File: src/rtl/dds_pkg.sv
// Shared definitions for the DDS output stage: sample width and DAC mode encoding.
package dds_pkg;

  localparam int DDS_SAMPLE_W = 8;

  typedef enum logic {
    DAC_MODE_PWM = 1'b0,
    DAC_MODE_SD  = 1'b1
  } dac_mode_e;

endpackage

File: src/rtl/dds_sd_mod.sv
// First-order sigma-delta modulator: an accumulator whose carry out is the 1-bit drive.
module dds_sd_mod
  import dds_pkg::*;
#(
  parameter int DATA_W = DDS_SAMPLE_W
) (
  input  logic              clk,
  input  logic              rst,
  input  logic              clear,
  input  logic              enable,
  input  logic [DATA_W-1:0] sample,
  output logic              bit_out
);

  logic [DATA_W:0] acc_q;
  logic [DATA_W:0] acc_d;
  logic [DATA_W:0] sum;

  // Add the new sample to the residue; clear wins over accumulate, otherwise hold.
  always_comb begin
    sum   = {1'b0, acc_q[DATA_W-1:0]} + {1'b0, sample};
    acc_d = acc_q;
    if (clear) begin
      acc_d = '0;
    end else if (enable) begin
      acc_d = sum;
    end
  end

  // The carry of this cycle's addition is the next output bit; the caller registers it.
  assign bit_out = sum[DATA_W];

  // Accumulator register.
  always_ff @(posedge clk or posedge rst) begin
    if (rst) begin
      acc_q <= '0;
    end else begin
      acc_q <= acc_d;
    end
  end

endmodule

File: src/rtl/dds_pwm_dac.sv
// 1-bit DAC output stage: PWM with a boundary-latched duty, or sigma-delta, chosen per period.
module dds_pwm_dac
  import dds_pkg::*;
#(
  parameter int DATA_W = DDS_SAMPLE_W
) (
  input  logic              clk,
  input  logic              rst,
  input  logic              enable,
  input  logic              mode,
  input  logic [DATA_W-1:0] sample_in,
  output logic              dac_out,
  output logic              period_start,
  output logic [DATA_W-1:0] duty_q
);

  localparam logic [DATA_W-1:0] CNT_MAX = '1;
  localparam logic [DATA_W-1:0] CNT_ONE = {{(DATA_W-1){1'b0}}, 1'b1};

  logic [DATA_W-1:0] cnt_q;
  logic [DATA_W-1:0] cnt_d;
  logic [DATA_W-1:0] duty_d;
  dac_mode_e         mode_q;
  dac_mode_e         mode_d;
  dac_mode_e         mode_req;
  logic              dac_out_q;
  logic              dac_out_d;
  logic              boundary;
  logic              sd_clear;
  logic              sd_enable;
  logic              sd_bit;

  // Boundary decode and control for the sigma-delta accumulator.
  always_comb begin
    mode_req  = dac_mode_e'(mode);
    boundary  = enable && (cnt_q == CNT_MAX);
    sd_clear  = !enable || (boundary && (mode_req != mode_q));
    sd_enable = enable && (mode_q == DAC_MODE_SD);
  end

  // Next-state: idle reloads reset values; otherwise count, latch duty/mode at the boundary, drive the pin.
  always_comb begin
    cnt_d     = cnt_q + CNT_ONE;
    duty_d    = duty_q;
    mode_d    = mode_q;
    dac_out_d = 1'b0;
    if (!enable) begin
      cnt_d     = CNT_MAX;
      duty_d    = '0;
      mode_d    = DAC_MODE_PWM;
      dac_out_d = 1'b0;
    end else begin
      if (boundary) begin
        duty_d = sample_in;
        mode_d = mode_req;
      end
      if (mode_q == DAC_MODE_SD) begin
        dac_out_d = sd_bit;
      end else begin
        dac_out_d = (cnt_q < duty_q);
      end
    end
  end

  // State registers; reset parks the counter at MAX so the first enabled edge starts a period.
  always_ff @(posedge clk or posedge rst) begin
    if (rst) begin
      cnt_q     <= CNT_MAX;
      duty_q    <= '0;
      mode_q    <= DAC_MODE_PWM;
      dac_out_q <= 1'b0;
    end else begin
      cnt_q     <= cnt_d;
      duty_q    <= duty_d;
      mode_q    <= mode_d;
      dac_out_q <= dac_out_d;
    end
  end

  dds_sd_mod #(
    .DATA_W(DATA_W)
  ) u_sd (
    .clk     (clk),
    .rst     (rst),
    .clear   (sd_clear),
    .enable  (sd_enable),
    .sample  (sample_in),
    .bit_out (sd_bit)
  );

  assign dac_out      = dac_out_q;
  assign period_start = enable && (cnt_q == '0);

endmodule

File: config.mk
export PLATFORM = sky130hd
export DESIGN_NAME = dds_pwm_dac
export DESIGN_NICKNAME = d
export VERILOG_FILES = /design/src/rtl/dds_pkg.sv /design/src/rtl/dds_sd_mod.sv /design/src/rtl/dds_pwm_dac.sv
export SDC_FILE = /design/constraint.sdc
export NUM_CORES = 1
export LEC_CHECK = 0
export ABC_AREA = 0
export BUFFER_PORTS_ARGS = -buffer_cell sky130_fd_sc_hd__buf_2
export CAP_MARGIN = 15
export CORE_ASPECT_RATIO = 0.6
export CORE_MARGIN = 3
export CORE_UTILIZATION = 25
export CTS_BUF_LIST = sky130_fd_sc_hd__clkbuf_8
export DETAILED_ROUTE_END_ITERATION = 6
export PLACE_DENSITY_LB_ADDON = 0.05
export SLEW_MARGIN = 30
export SYNTH_ARGS = -nofsm -noshare
export SYNTH_HDL_FRONTEND = slang
export SYNTH_SLANG_ARGS = --single-unit
File: constraint.sdc
create_clock -name clk -period 2.09 [get_ports clk]
set_clock_uncertainty 0.05 [all_clocks]
set_input_delay 0.627 -clock clk [delete_from_list [all_inputs] [get_ports clk]]
set_output_delay 0.627 -clock clk [all_outputs]
set_load 0.02 [all_outputs]
# After elaboration in Yosys (flattened, before gate mapping)
# Index checks and enable logic that the tools add are counted.
# classes
eq_ne,3
magnitude_cmp,1
reduce_logical,8
n_mux,9
n_addsub,2
# op_table
op,count
$mux 8,5
$add 8x8->9,1
$add 8x1->8 const B,1
$eq 8x8->1 const B,1
$logic_not 8->1,1
$lt 8x8->1,1
$logic_and 1x1->1,4
$mux 1,4
$ne 2x1->1 const B,1
$reduce_bool 2->1,1
$logic_not 1->1,1
$logic_or 1x1->1,1
$ne 1x1->1,1
# word_totals
ff_bits,26
out_inout_bits,10
input_bits,12

# Logic depth before layout (Yosys ltp)
# logic_depth
word_depth,5
mapped_depth,7
depth_no_buf,7

# By module
# A second synthesis with hierarchy kept.
# hier_totals
hier_cells,183
hier_area_um2,1672.9
# modules_own_cells
mod,cells_per_inst,instances,area_per_inst_um2
dds_pwm_dac,111,1,1024.7
dds_sd_mod,72,1,648.1

# Worst setup path before layout
# No wires, ideal clock.
# synth_timing
kind,flip-flop to output port
start,register cnt_q[2]
end,output port period_start
slack_ns,-0.255
path_stages_with_launch,3
path_buffers,0
t_arrival_ns,1.668
cell_sequence,dfstp_2 or4_2 nor4_1
# synth_between
elab_chain_cells,2
# synth_rtl
item,line,text
start: declaration,dds_pwm_dac.sv:20,logic [DATA_W-1:0] cnt_q;
start signal: assignment,dds_pwm_dac.sv:73,cnt_q <= cnt_d;
$logic_not 8->1,dds_pwm_dac.sv:92,assign period_start = enable && (cnt_q == '0);
$logic_and 1x1->1,dds_pwm_dac.sv:92,
end: declaration,dds_pwm_dac.sv:13,"output logic period_start,"
# No other way between the ends.

# Final worst setup path
# Ends and elaborated chain as after synthesis.

==> results by stage <==
Run status:
- The flow ran to the end, but the final reports show violations.
- The final reports fail on negative setup slack.

Synthesis:
- Of the synthesized area, sequential elements account for 0.407.
- Summing every instance area after synthesis gives 1620 sq um.
- Yosys mapped the design onto 42 distinct sky130hd cell types.
- Synthesis inferred 26 register bits.
- Of the post-synthesis cell area, the dominant cell type holds 0.277.
- The Yosys warning count is 0.
- Yosys attributes the largest share of cell area to sky130_fd_sc_hd__dfrtp_1, sky130_fd_sc_hd__ha_1, sky130_fd_sc_hd__dfstp_2.
- The synthesized instance count is 160.
- The synthesized design spends more area on one cell type than any other, namely sky130_fd_sc_hd__dfrtp_1.
- The number of nets handed over by synthesis was 190.
- The post-synthesis average cell area is 10.2 sq um.

Die:
- The die height is 68.4 microns.
- The standard cell core area is 6190 sq um.
- The floorplan has 22 rows.
- In this run the count of I/O pins placed on the die edge is 22.
- The die area is 7530 sq um.
- The horizontal die dimension is 110 microns.
- The initial cell density of the core is 0.262.

Power:
- For this design the static power due to leakage is approximately 1.0 nW.
- The net switching power of the design is 0.000617 W.
- For this design the ratio of total power to cell area is 797 nW/um^2.
- Of the total power, the share spent switching nets is 0.366.
- The design draws 0.00168 W.
- The share of total power in combinational logic is 0.395.
- Cell internal power was estimated by the tool at around 0.0011 W.
- The worst voltage drop across the vdd grid is 0.000293 V.
- The sequential group share of total power is 0.403.
- Of the total power, the clock network draws 0.202.

Finish:
- After the flow finishes, the layout carries non-filler instances totaling 289.
- Of the cells placed in the final design, the portion with a size suffix greater than 1 is 0.346.
- In the layout the commonest cells are sky130_fd_sc_hd__buf_4, sky130_fd_sc_hd__buf_2, sky130_fd_sc_hd__dfrtp_1.
- Once layout is complete, the utilization of the core stands at 0.341.
- From synthesis to final layout, the design area changed by 30.2%.
- The most common cell after layout, fill and taps aside is sky130_fd_sc_hd__buf_4.
- The filler cell count in the final layout is 655.
- In the final design database the tool counted between 200 and 250 nets.
- The repair_antennas step left the layout with diodes totalling 0.
- Once layout is done, the placed cells without fillers occupy approximately 2100 sq um.

Worst setup path:
- The endpoint arrival time on the critical path is 1.51 ns.
- The critical path goes through or4_4 -> nor4_4 -> buf_4.
- The worst setup path is launched from a flop.
- Along the worst path, the maximum fanout reaches 2.
- The required time reported for the critical path endpoint is approximately 1.4 ns.
- For this design, the slowest cell found on the critical path is sky130_fd_sc_hd__or4_4.
- On the critical path the largest part of the delay comes from simple AND/OR/NAND/NOR gates.
- The kind of end point of the critical path is a primary output.
- The critical path is of the reg2out type.
- Together, buffers and inverters on the worst path number 1.
- The worst stage delay on the critical path is 0.53 ns.

Place:
- In this run the tool buffered the top-level ports with 21 buffer cells.
- Counting tap cells, the placed design contains a total of around 280 instances.
- The final weighted congestion of routability-driven global placement is 0.768.
- The final HPWL from detailed placement is about 3400 microns.
- After detailed placement, the total cell area comes to 2020 sq um.

Timing:
- Setup repair after global routing could not meet its margin everywhere.
- The final critical-path setup slack is -0.0926 ns.
- The number of max-slew violations in the final report is 0.
- The final number of hold-violating endpoints is 0.
- Derived from the worst setup path, the maximum achievable clock frequency is ~460 MHz.
- The final count of negative-setup-slack endpoints is 1.
- For the pin with the worst max-slew slack, the measured transition is between 0.8 and 0.9 ns.
- The worst slew slack as a fraction of its limit is 0.442.
- For the final routed database, the setup TNS stands at -0.0926 ns.
- Of the available clock period, the critical path in the final layout requires 1.04.
- The post-route minimum period is ~2.2 ns.

Route:
- The total detailed-routing wirelength is between 4000 and 5000 microns.
- The DRC marker count from the first detailed-route iteration is 30.
- The count of antenna-violating nets left after detailed routing is 0.
- The routed wire length per instance is between 15 and 20 microns.
- Using the TritonRoute via totals, the vias-per-cell ratio works out to 4.68.
- The count of unresolved DRC violations after routing is 0.
- The number of vias after detailed routing is 1,353.
- For this run, the detailed router's first-pass iteration total came to 4.

Global routing:
- For this run, the total global-route usage over all layers was measured as 0.132.
- The first global-routing pass estimated 7520 microns of wire.
- The number of antenna violations at the first check in global routing was 0.
- The largest net degree at the start of global routing is 27.
- The number of global-route vias before repair is 1,416.
- The leftover overflow at the end of global routing is 0.

Worst hold path:
- The min-delay analysis places its worst path in the category in2async.

Clock tree:
- After clock tree synthesis, the clock-pin slew on the worst setup and hold paths is 0.10 ns.
- The total number of H-tree levels is 1.
- The total clock sinks is 26.
- In this run, CTS created clock tree buffers numbering 3.
- CTS placed an instance of sky130_fd_sc_hd__clkbuf_8 at the clock tree root.
- The longest clock path from root to sink contains 2 buffers.
- TritonCTS built the clock tree.
- Clock latency on the worst-skew pair, taken at its later pin, is about 0.27 ns.

Job:
- Across the run, the number of max-cap violations was 0.
path summary, 6_finish.rpt:
path	startpoint	end	slack, ns	depth (start not counted)
min	rst	duty_q[1]$_DFFE_PP0P_	0.35	3
max in group asynchronous	rst	cnt_q[6]$_DFF_PP1_	1.33	3
min in group clk	cnt_q[0]$_DFF_PP1_	cnt_q[0]$_DFF_PP1_	0.43	1
min reg2reg	cnt_q[0]$_DFF_PP1_	cnt_q[0]$_DFF_PP1_	0.43	1
max	cnt_q[2]$_DFF_PP1_	period_start	-0.09	3
max reg2reg	u_sd.acc_q[0]$_DFFE_PP0P_	u_sd.acc_q[6]$_DFFE_PP0P_	0.16	7
through the flow:
step | hold slack, ns | worst slack, ns
after floorplan | 0.396 | -0.0193
after global placement | 0.412 | -0.266
after detailed placement | 0.411 | -0.308
after CTS | 0.354 | -0.123
after global routing | 0.380 | -0.169
final | 0.353 | -0.0926
cell type report:
type                            count  area (sq um)  share of cell area
Clock buffer                        4          55.1              0.0260
Timing Repair Buffer               47           303               0.143
Multi-Input combinational cell    116           946               0.447
Tap cell                           84           105              0.0497
Inverter                           12          45.0              0.0213
Sequential cell                    26           661               0.312
Yosys cell counts:
cell / n
sky130_fd_sc_hd__a211o_1: 2
sky130_fd_sc_hd__a211oi_1: 6
sky130_fd_sc_hd__a21boi_0: 1
sky130_fd_sc_hd__a21o_1: 4
sky130_fd_sc_hd__a21oi_1: 3
sky130_fd_sc_hd__a221oi_1: 1
sky130_fd_sc_hd__a22o_1: 9
sky130_fd_sc_hd__a2bb2oi_1: 1
sky130_fd_sc_hd__a31oi_1: 1
sky130_fd_sc_hd__and2_1: 1
sky130_fd_sc_hd__and3_1: 1
sky130_fd_sc_hd__buf_2: 2
sky130_fd_sc_hd__buf_6: 1
sky130_fd_sc_hd__clkbuf_1: 3
sky130_fd_sc_hd__dfrtp_1: 18
sky130_fd_sc_hd__dfstp_2: 8
sky130_fd_sc_hd__fa_1: 1
sky130_fd_sc_hd__ha_1: 17
sky130_fd_sc_hd__inv_1: 12
sky130_fd_sc_hd__mux2i_1: 3
sky130_fd_sc_hd__nand2_1: 11
sky130_fd_sc_hd__nand2b_1: 1
sky130_fd_sc_hd__nand3_1: 4
sky130_fd_sc_hd__nand3_2: 1
sky130_fd_sc_hd__nand3b_1: 1
sky130_fd_sc_hd__nand4_1: 2
sky130_fd_sc_hd__nand4_2: 1
sky130_fd_sc_hd__nor2_1: 12
sky130_fd_sc_hd__nor2b_1: 1
sky130_fd_sc_hd__nor3_1: 2
sky130_fd_sc_hd__nor3b_1: 5
sky130_fd_sc_hd__nor4_1: 3
sky130_fd_sc_hd__o211ai_1: 2
sky130_fd_sc_hd__o21a_1: 1
sky130_fd_sc_hd__o21ai_0: 6
sky130_fd_sc_hd__o21bai_1: 1
sky130_fd_sc_hd__o22ai_1: 1
sky130_fd_sc_hd__o31ai_4: 1
sky130_fd_sc_hd__or3_2: 1
sky130_fd_sc_hd__or4_2: 1
sky130_fd_sc_hd__xnor2_1: 4
sky130_fd_sc_hd__xor2_1: 3
routing by layer:
metal	up-vias	global-route usage	wire [microns]
li1	671	-	-
met1	658	0.203	2460
met2	22	0.192	1730
met3	2	0.0311	196
met4	0	0.0140	15
met5	-	0	0
worst reg2reg max path, cell delays in order (launching register included):
cell,delay [ns]
sky130_fd_sc_hd__dfrtp_1,0.42
sky130_fd_sc_hd__ha_4,0.17
sky130_fd_sc_hd__fa_2,0.38
sky130_fd_sc_hd__a211oi_4,0.23
sky130_fd_sc_hd__o21bai_1,0.10
sky130_fd_sc_hd__a21oi_2,0.18
sky130_fd_sc_hd__nor4_1,0.06
sky130_fd_sc_hd__a211o_1,0.23
cell families (layout without fill, tap and decap cells):
logic type / count (synthesis) / after routing / synth area share
AOI/OAI and AO/OA: 40 / 40 / 0.188
DFF: 26 / 26 / 0.407
adders and majority gates: 18 / 18 / 0.143
xor gates and xnor gates: 7 / 7 / 0.0378
and+or+nand+nor: 48 / 48 / 0.158
muxes: 3 / 3 / 0.0185
buffers and inverters: 18 / 63 / 0.0478
power by group through the flow:
stage | sequential, W | clock (W) | combinational (W)
after floorplan | 0.000720 | 0 | 0.000387
final | 0.000679 | 0.000340 | 0.000666
after CTS | 0.000681 | 0.000370 | 0.000662
after global placement | 0.000686 | 0 | 0.000648
after global routing | 0.000694 | 0.000385 | 0.000756
after detailed placement | 0.000688 | 0 | 0.000657
sequential cells by signal (all words and copies together), names as in the netlist:
signal      count
u_sd.acc_q      8
duty_q          8
cnt_q           8
dac_out         1
mode_q          1
timing repair:
action,CTS,global route
gates resized for setup,3,2
cloned,0,0
hold buffers,0,0
buffers inserted,0,2
hold endpoints to repair,0,0
endpoints found under the setup margin,3,4
pin swaps,0,3
(Power assumes the default switching activity.)
